[config.mk]
export PLATFORM = sky130hd
export DESIGN_NAME = digit_counter_flat
export DESIGN_NICKNAME = d
export VERILOG_FILES = /design/src/rtl/digit_counter_pkg.sv /design/src/rtl/digit_counter_if.sv /design/src/rtl/digit_counter_bcd_to_7seg.sv /design/src/rtl/digit_counter.sv /design/src/flat_wrapper.sv
export SDC_FILE = /design/constraint.sdc
export NUM_CORES = 1
export LEC_CHECK = 0
export CORE_AREA = 10 10 137 139
export CTS_CLUSTER_SIZE = 10
export DETAILED_ROUTE_END_ITERATION = 6
export DIE_AREA = 0 0 147 149
export GPL_TIMING_DRIVEN = 0
export PLACE_DENSITY_LB_ADDON = 0.3
export SLEW_MARGIN = 20
export SYNTH_ARGS = -nofsm -noshare
export SYNTH_HDL_FRONTEND = slang
export SYNTH_HIERARCHICAL = 1
export SYNTH_SLANG_ARGS = --single-unit
[constraint.sdc]
create_clock -name clk -period 3.7 [get_ports clk]
set_clock_uncertainty 0.05 [all_clocks]
set_input_delay 0.74 -clock clk [delete_from_list [all_inputs] [get_ports clk]]
set_output_delay 0.74 -clock clk [all_outputs]
set_load 0.02 [all_outputs]
[src/rtl/digit_counter_pkg.sv]
`timescale 1ns/1ps
// Shared constants for the BCD display counter: digit count default and 7-segment patterns.
// Patterns are {g,f,e,d,c,b,a}, active-high.
package digit_counter_pkg;

    localparam int DIGITS_DEFAULT = 8;

    typedef logic [3:0] bcd_t;
    localparam bcd_t BCD_MAX = 4'd9;

    localparam logic [6:0] SEG_0     = 7'h3F;
    localparam logic [6:0] SEG_1     = 7'h06;
    localparam logic [6:0] SEG_2     = 7'h5B;
    localparam logic [6:0] SEG_3     = 7'h4F;
    localparam logic [6:0] SEG_4     = 7'h66;
    localparam logic [6:0] SEG_5     = 7'h6D;
    localparam logic [6:0] SEG_6     = 7'h7D;
    localparam logic [6:0] SEG_7     = 7'h07;
    localparam logic [6:0] SEG_8     = 7'h7F;
    localparam logic [6:0] SEG_9     = 7'h6F;
    localparam logic [6:0] SEG_BLANK = 7'h00;

endpackage

[src/rtl/digit_counter_if.sv]
`timescale 1ns/1ps
// Strobe/trigger inputs and display drive outputs of the digit counter.
// master = stimulus side, slave = counter side.
interface digit_counter_if
    import digit_counter_pkg::*;
#(
    parameter int DIGITS = DIGITS_DEFAULT
);
    logic [DIGITS-1:0] trigger;
    logic              inc_clk;
    logic              ref_clk;
    logic [6:0]        seg;
    logic [DIGITS-1:0] dig_sel;
    logic              overflow;

    modport master (
        output trigger, inc_clk, ref_clk,
        input  seg, dig_sel, overflow
    );

    modport slave (
        input  trigger, inc_clk, ref_clk,
        output seg, dig_sel, overflow
    );
endinterface

[src/rtl/digit_counter_bcd_to_7seg.sv]
`timescale 1ns/1ps
// Combinational BCD to 7-segment decode; latency 0, no flow control.
// Non-decimal nibbles blank the digit.
module bcd_to_7seg
    import digit_counter_pkg::*;
(
    input  bcd_t       bcd,
    output logic [6:0] seg
);
    always_comb begin
        case (bcd)
            4'd0:    seg = SEG_0;
            4'd1:    seg = SEG_1;
            4'd2:    seg = SEG_2;
            4'd3:    seg = SEG_3;
            4'd4:    seg = SEG_4;
            4'd5:    seg = SEG_5;
            4'd6:    seg = SEG_6;
            4'd7:    seg = SEG_7;
            4'd8:    seg = SEG_8;
            4'd9:    seg = SEG_9;
            default: seg = SEG_BLANK;
        endcase
    end
endmodule

[src/rtl/digit_counter.sv]
`timescale 1ns/1ps
// Multi-digit BCD counter with strobed display latch and multiplexed 7-segment scan.
// Count updates on the inc_clk edge, display 1 cycle after ref_clk; no backpressure, strobes are level per cycle.
module digit_counter
    import digit_counter_pkg::*;
#(
    parameter int                    DIGITS     = DIGITS_DEFAULT,
    parameter int                    SCAN_WIDTH = 16,
    parameter logic [SCAN_WIDTH-1:0] SCAN_MAX   = 16'd4999
)(
    input  logic            clk,
    input  logic            reset,
    digit_counter_if.slave  bus
);
    localparam int IDX_W = (DIGITS > 1) ? $clog2(DIGITS) : 1;
    localparam int CNT_W = 4 * DIGITS;

    logic [CNT_W-1:0]      count;
    logic [CNT_W-1:0]      count_nxt;
    logic [CNT_W-1:0]      display;
    logic                  wrap;
    logic                  overflow_q;
    logic [SCAN_WIDTH-1:0] scan_cnt;
    logic [IDX_W-1:0]      scan_idx;
    bcd_t                  scan_nibble;
    logic [6:0]            seg_dec;

    // Increment enters at the lowest set trigger bit and ripples upward through 9s.
    always_comb begin : inc_logic
        logic carry;
        logic found;
        bcd_t nib;
        count_nxt = count;
        wrap      = 1'b0;
        carry     = 1'b0;
        found     = 1'b0;
        nib       = '0;
        if (bus.inc_clk && (|bus.trigger)) begin
            for (int i = 0; i < DIGITS; i++) begin
                nib = count[i*4 +: 4];
                if (!found && bus.trigger[i]) begin
                    found = 1'b1;
                    carry = 1'b1;
                end
                if (carry) begin
                    if (nib >= BCD_MAX) begin
                        nib = '0;
                    end else begin
                        nib   = nib + 4'd1;
                        carry = 1'b0;
                    end
                end
                count_nxt[i*4 +: 4] = nib;
            end
            wrap = carry;
        end
    end

    always_ff @(posedge clk or posedge reset) begin
        if (reset) begin
            count      <= '0;
            display    <= '0;
            overflow_q <= 1'b0;
        end else begin
            count <= count_nxt;
            // Latches the current register, so a coincident increment is not yet visible.
            if (bus.ref_clk) display <= count;
            if (wrap) overflow_q <= 1'b1;
        end
    end

    always_ff @(posedge clk or posedge reset) begin
        if (reset) begin
            scan_cnt <= '0;
            scan_idx <= '0;
        end else if (scan_cnt == SCAN_MAX) begin
            scan_cnt <= '0;
            scan_idx <= (scan_idx == IDX_W'(DIGITS - 1)) ? '0 : scan_idx + 1'b1;
        end else begin
            scan_cnt <= scan_cnt + 1'b1;
        end
    end

    always_comb begin
        bus.dig_sel           = '0;
        bus.dig_sel[scan_idx] = 1'b1;
    end

    assign scan_nibble = display[{scan_idx, 2'b00} +: 4];

    bcd_to_7seg u_dec (
        .bcd (scan_nibble),
        .seg (seg_dec)
    );

    assign bus.seg      = seg_dec;
    assign bus.overflow = overflow_q;

endmodule

[src/flat_wrapper.sv]
// flat-port wrapper written by rule: the top's interface ports become plain ports
module digit_counter_flat import digit_counter_pkg::*;
#(
    parameter int                    DIGITS     = DIGITS_DEFAULT,
    parameter int                    SCAN_WIDTH = 16,
    parameter logic [SCAN_WIDTH-1:0] SCAN_MAX   = 16'd4999
)
  (clk, reset, bus_trigger, bus_inc_clk, bus_ref_clk, bus_seg, bus_dig_sel, bus_overflow);
  digit_counter_if #(.DIGITS(DIGITS)) bus_i ();
  input  logic clk;
  input  logic reset;
  input wire logic [$bits(bus_i.trigger)-1:0] bus_trigger;
  input wire logic [$bits(bus_i.inc_clk)-1:0] bus_inc_clk;
  input wire logic [$bits(bus_i.ref_clk)-1:0] bus_ref_clk;
  output wire logic [$bits(bus_i.seg)-1:0] bus_seg;
  output wire logic [$bits(bus_i.dig_sel)-1:0] bus_dig_sel;
  output wire logic [$bits(bus_i.overflow)-1:0] bus_overflow;
  assign bus_i.trigger = bus_trigger;
  assign bus_i.inc_clk = bus_inc_clk;
  assign bus_i.ref_clk = bus_ref_clk;
  assign bus_seg = bus_i.seg;
  assign bus_dig_sel = bus_i.dig_sel;
  assign bus_overflow = bus_i.overflow;
  digit_counter #(.DIGITS(DIGITS), .SCAN_WIDTH(SCAN_WIDTH), .SCAN_MAX(SCAN_MAX)) u_core (.clk(clk), .reset(reset), .bus(bus_i));
endmodule
==> summary.txt, run 1 <==
Critical path
  • Cell Chain, Critical Path: clkbuf_2 -> and2_1 -> a22oi_1 -> nand4_1 -> inv_2 -> ha_1 -> o21ai_0 -> dlygate4sd2_1
  • Max incr delay on CP: 0.48 ns
  • Maximum fanout along the worst path: 10
  • Worst path top cell family by delay: buffers and inverters
  • WP buf/inv: 3
  • Slowest CP cell: dfrtp_1
  • Worst EP required: 2.91 ns
  • CP Launch Type: flip-flop
  • Worst EP arrival: 2.68 ns
  • Kind of critical path: flip-flop to primary output
  • Crit end category: primary output

STA
  • Min Tclk post-route: 3.47 ns
  • Maximum clock frequency: 0.288 GHz
  • Final Hold Fails: 0
  • Relative max-transition margin: 49.1%
  • Final period util: 93.9%
  • Hold_ws: 0.413 ns
  • Final-report max-slew violation count: 0
  • RSZ-0062 raised after global routing: false
  • Worst-Margin Slew: 0.757 ns
  • Final setup fails: 0

Synthesis
  • Asr flop ratio synth: 100%
  • Most used DFF post-synth: dfrtp_1
  • Mapped cell area: 0.00469 mm^2
  • Synthesized instance count: 433
  • Seq/Total Area, Yosys: 44.8%
  • Post-synth top area cell: dfrtp_1
  • Yosys reg bits: 84
  • Yosys warnings: 6
  • EDFF count, synth: 0
  • Top cells by area, synth: dfrtp_1 (45%), ha_1 (8.8%), mux2_2 (8.4%)
  • Syn_nets: 478
  • Top cell type's share of synthesized area: 44.8%
  • Avg Cell Area, Syn: 10.8 um^2
  • Synth cell types: 66

Run
  • Max-Cap Viols: 0

Global route
  • Initial antenna violation count: 0
  • Pin count of the biggest net entering global routing: 46
  • First-pass GRT wire length: 17400 um
  • Vias in the first global route: 3399
  • GR Util All Layers: 9.77%
  • Overflow after GRT: 0

Route
  • Routed wl met3: 382 um
  • Via density: 4.77
  • Routed met1 length: 4710 um
  • WL per Instance: 14.7 um
  • Drt drc: 0
  • DRT iter0 DRCs: 144
  • Top Layer Used: met4
  • DRT antenna net count: 0
  • First-pass iteration count of the detailed router: 4
  • Via count: 3319
  • Routed WL: 10300 um
  • Routed wl met2: 5010 um

Placed design
  • DP Wirelength: 7810 um
  • RePlAce Congestion: 0.780
  • Dpl cells: 679
  • Port Buffers: 25

Floorplan
  • Die Y: 149 um
  • Initial Utilization: 29.0%
  • Row count: 47
  • DIE AREA: 0.0219 mm^2
  • Core area: 0.0162 mm^2
  • Top-Level Pins: 28
  • Die width: 147 um

Power
  • Leakage: 2.47 nW
  • Power, Total: 3.29 mW
  • VDD IR max: 0.260 mV
  • P per Cell Area: 589 mW/mm^2

Finish
  • Most frequent cells in the layout: dfrtp_1 (83), mux2_2 (35), nand2_1 (34)
  • Diodes inserted: 0
  • Register area: 0.00210 mm^2
  • Total Nets Final: 516
  • Final-layout fill cell count: 1639
  • Area of the multi-input gates: 0.00244 mm^2
  • Area growth from synthesis to layout: 18.8%
  • Commonest non-fill, non-tap cell in the layout: dfrtp_1
  • Final Instance Count excl. Fillers: 696
  • Share of layout cells above drive strength 1: 17.9%

Status
  • Status: completed

CTS
  • CTS max path bufs: 2
  • # clock sinks: 84
  • Max H-tree Level: 3
  • CTS root buffer: clkbuf_16
  • Skew-Pair Late Insertion Delay: 0.34 ns
  • Num CTS Buffers: 9
  • Worst-path clk slew: 0.06 ns
  • CTS tree: done
  • Hold Buf Count CTS: 0

Worst hold path
  • Worst Hold Class: flip-flop to flip-flop
layer usage:
metal  up-vias  track usage (%)
met5         -                0
met4         0             3.57
met3         9             2.61
met2        48             16.4
met1      1631             11.8
li1       1631                -
metrics by stage:
step,util [%],cell area [um^2],TNS (ns),setup slack (ns)
floorplan,-,4690,0,0.316
global placement,32.3,5220,-55.36,-0.661
detailed placement,32.5,5250,-0.249,-0.106
CTS,34.4,5570,0,0.0241
global route,34.5,5580,0,0.00787
finish,34.5,5580,0,0.226
path summary, 6_finish.rpt:
kind | start | end | slack (ns) | cells after the start
max | u_core/scan_idx[2]$_DFFE_PP0N_ | bus_seg[1] | 0.23 | 8
min | u_core/bus.overflow$_DFFE_PP0P_ | u_core/bus.overflow$_DFFE_PP0P_ | 0.41 | 1
max reg2reg | u_core/count[4]$_DFFE_PP0P_ | u_core/count[30]$_DFFE_PP0P_ | 1.08 | 8
min reg2reg | u_core/bus.overflow$_DFFE_PP0P_ | u_core/bus.overflow$_DFFE_PP0P_ | 0.41 | 1
max in group asynchronous | reset | u_core/count[11]$_DFFE_PP0P_ | 2.24 | 3
min in group asynchronous | reset | u_core/scan_cnt[2]$_DFF_PP0_ | 0.75 | 2
logic make-up after synthesis:
group           Yosys count  share of synthesized area, %
simple gates            134                          15.8
flops                    84                          44.8
compound gates           82                          12.4
mux                      48                          12.0
buf+inv                  38                          3.62
fa+ha+maj                33                          8.80
xor+xnor                 14                          2.61
power breakdown:
part | switching, mW | leakage, nW | internal, mW
clock | 0.353 | 0.147 | 0.540
sequential | 0.220 | 1.07 | 1.13
combinational | 0.543 | 1.26 | 0.503
layout make-up:
class | instances | share of cell area (%)
flip-flops and latches | 84 | 37.7
plain buffers | 13 | 1.48
clock buffers | 12 | 4.42
inverters | 25 | 1.73
well taps | 220 | 4.93
multi-input cells | 311 | 43.7
clock inverters | 4 | 0.875
repair buffers | 27 | 5.16
flip-flops by register name, indices dropped and copies added, names as in the netlist:
register,cells
u_core/scan_idx,3
u_core/display,32
u_core/count,32
u_core/bus.overflow,1
u_core/scan_cnt,16
synth_stat cells (4+ instances only):
cell	number
nand3_1	17
nand2_1	34
and2_1	4
clkbuf_1	5
dfrtp_1	84
ha_1	33
and3_1	5
a21o_1	4
mux2_2	35
o21ai_0	24
o22ai_1	8
nand4_1	5
a22oi_1	6
inv_1	24
a31oi_1	6
a21oi_1	7
nor2_1	25
xnor2_1	7
xor2_1	7
nor2b_1	8
a41oi_1	4
nor3_1	4
mux2i_1	9
nand2b_1	6
what timing repair did:
action | in CTS | in global routing
setup buffers | 1 | 0
endpoints found under the setup margin | 7 | 3
gates resized for setup | 11 | 4
pin swaps | 1 | 0
(Power assumes the default switching activity.)
==> inputs of run 2 (changes only) <==
--- a/config.mk
+++ b/config.mk
@@ -6,6 +6,7 @@
 export NUM_CORES = 1
 export LEC_CHECK = 0
 export CORE_AREA = 10 10 137 139
+export CTS_CLUSTER_DIAMETER = 150
 export CTS_CLUSTER_SIZE = 10
 export DETAILED_ROUTE_END_ITERATION = 6
 export DIE_AREA = 0 0 147 149
==> results of run 2 <==
Same layout as run 1: the final DEF is identical, and so are final timing and power.
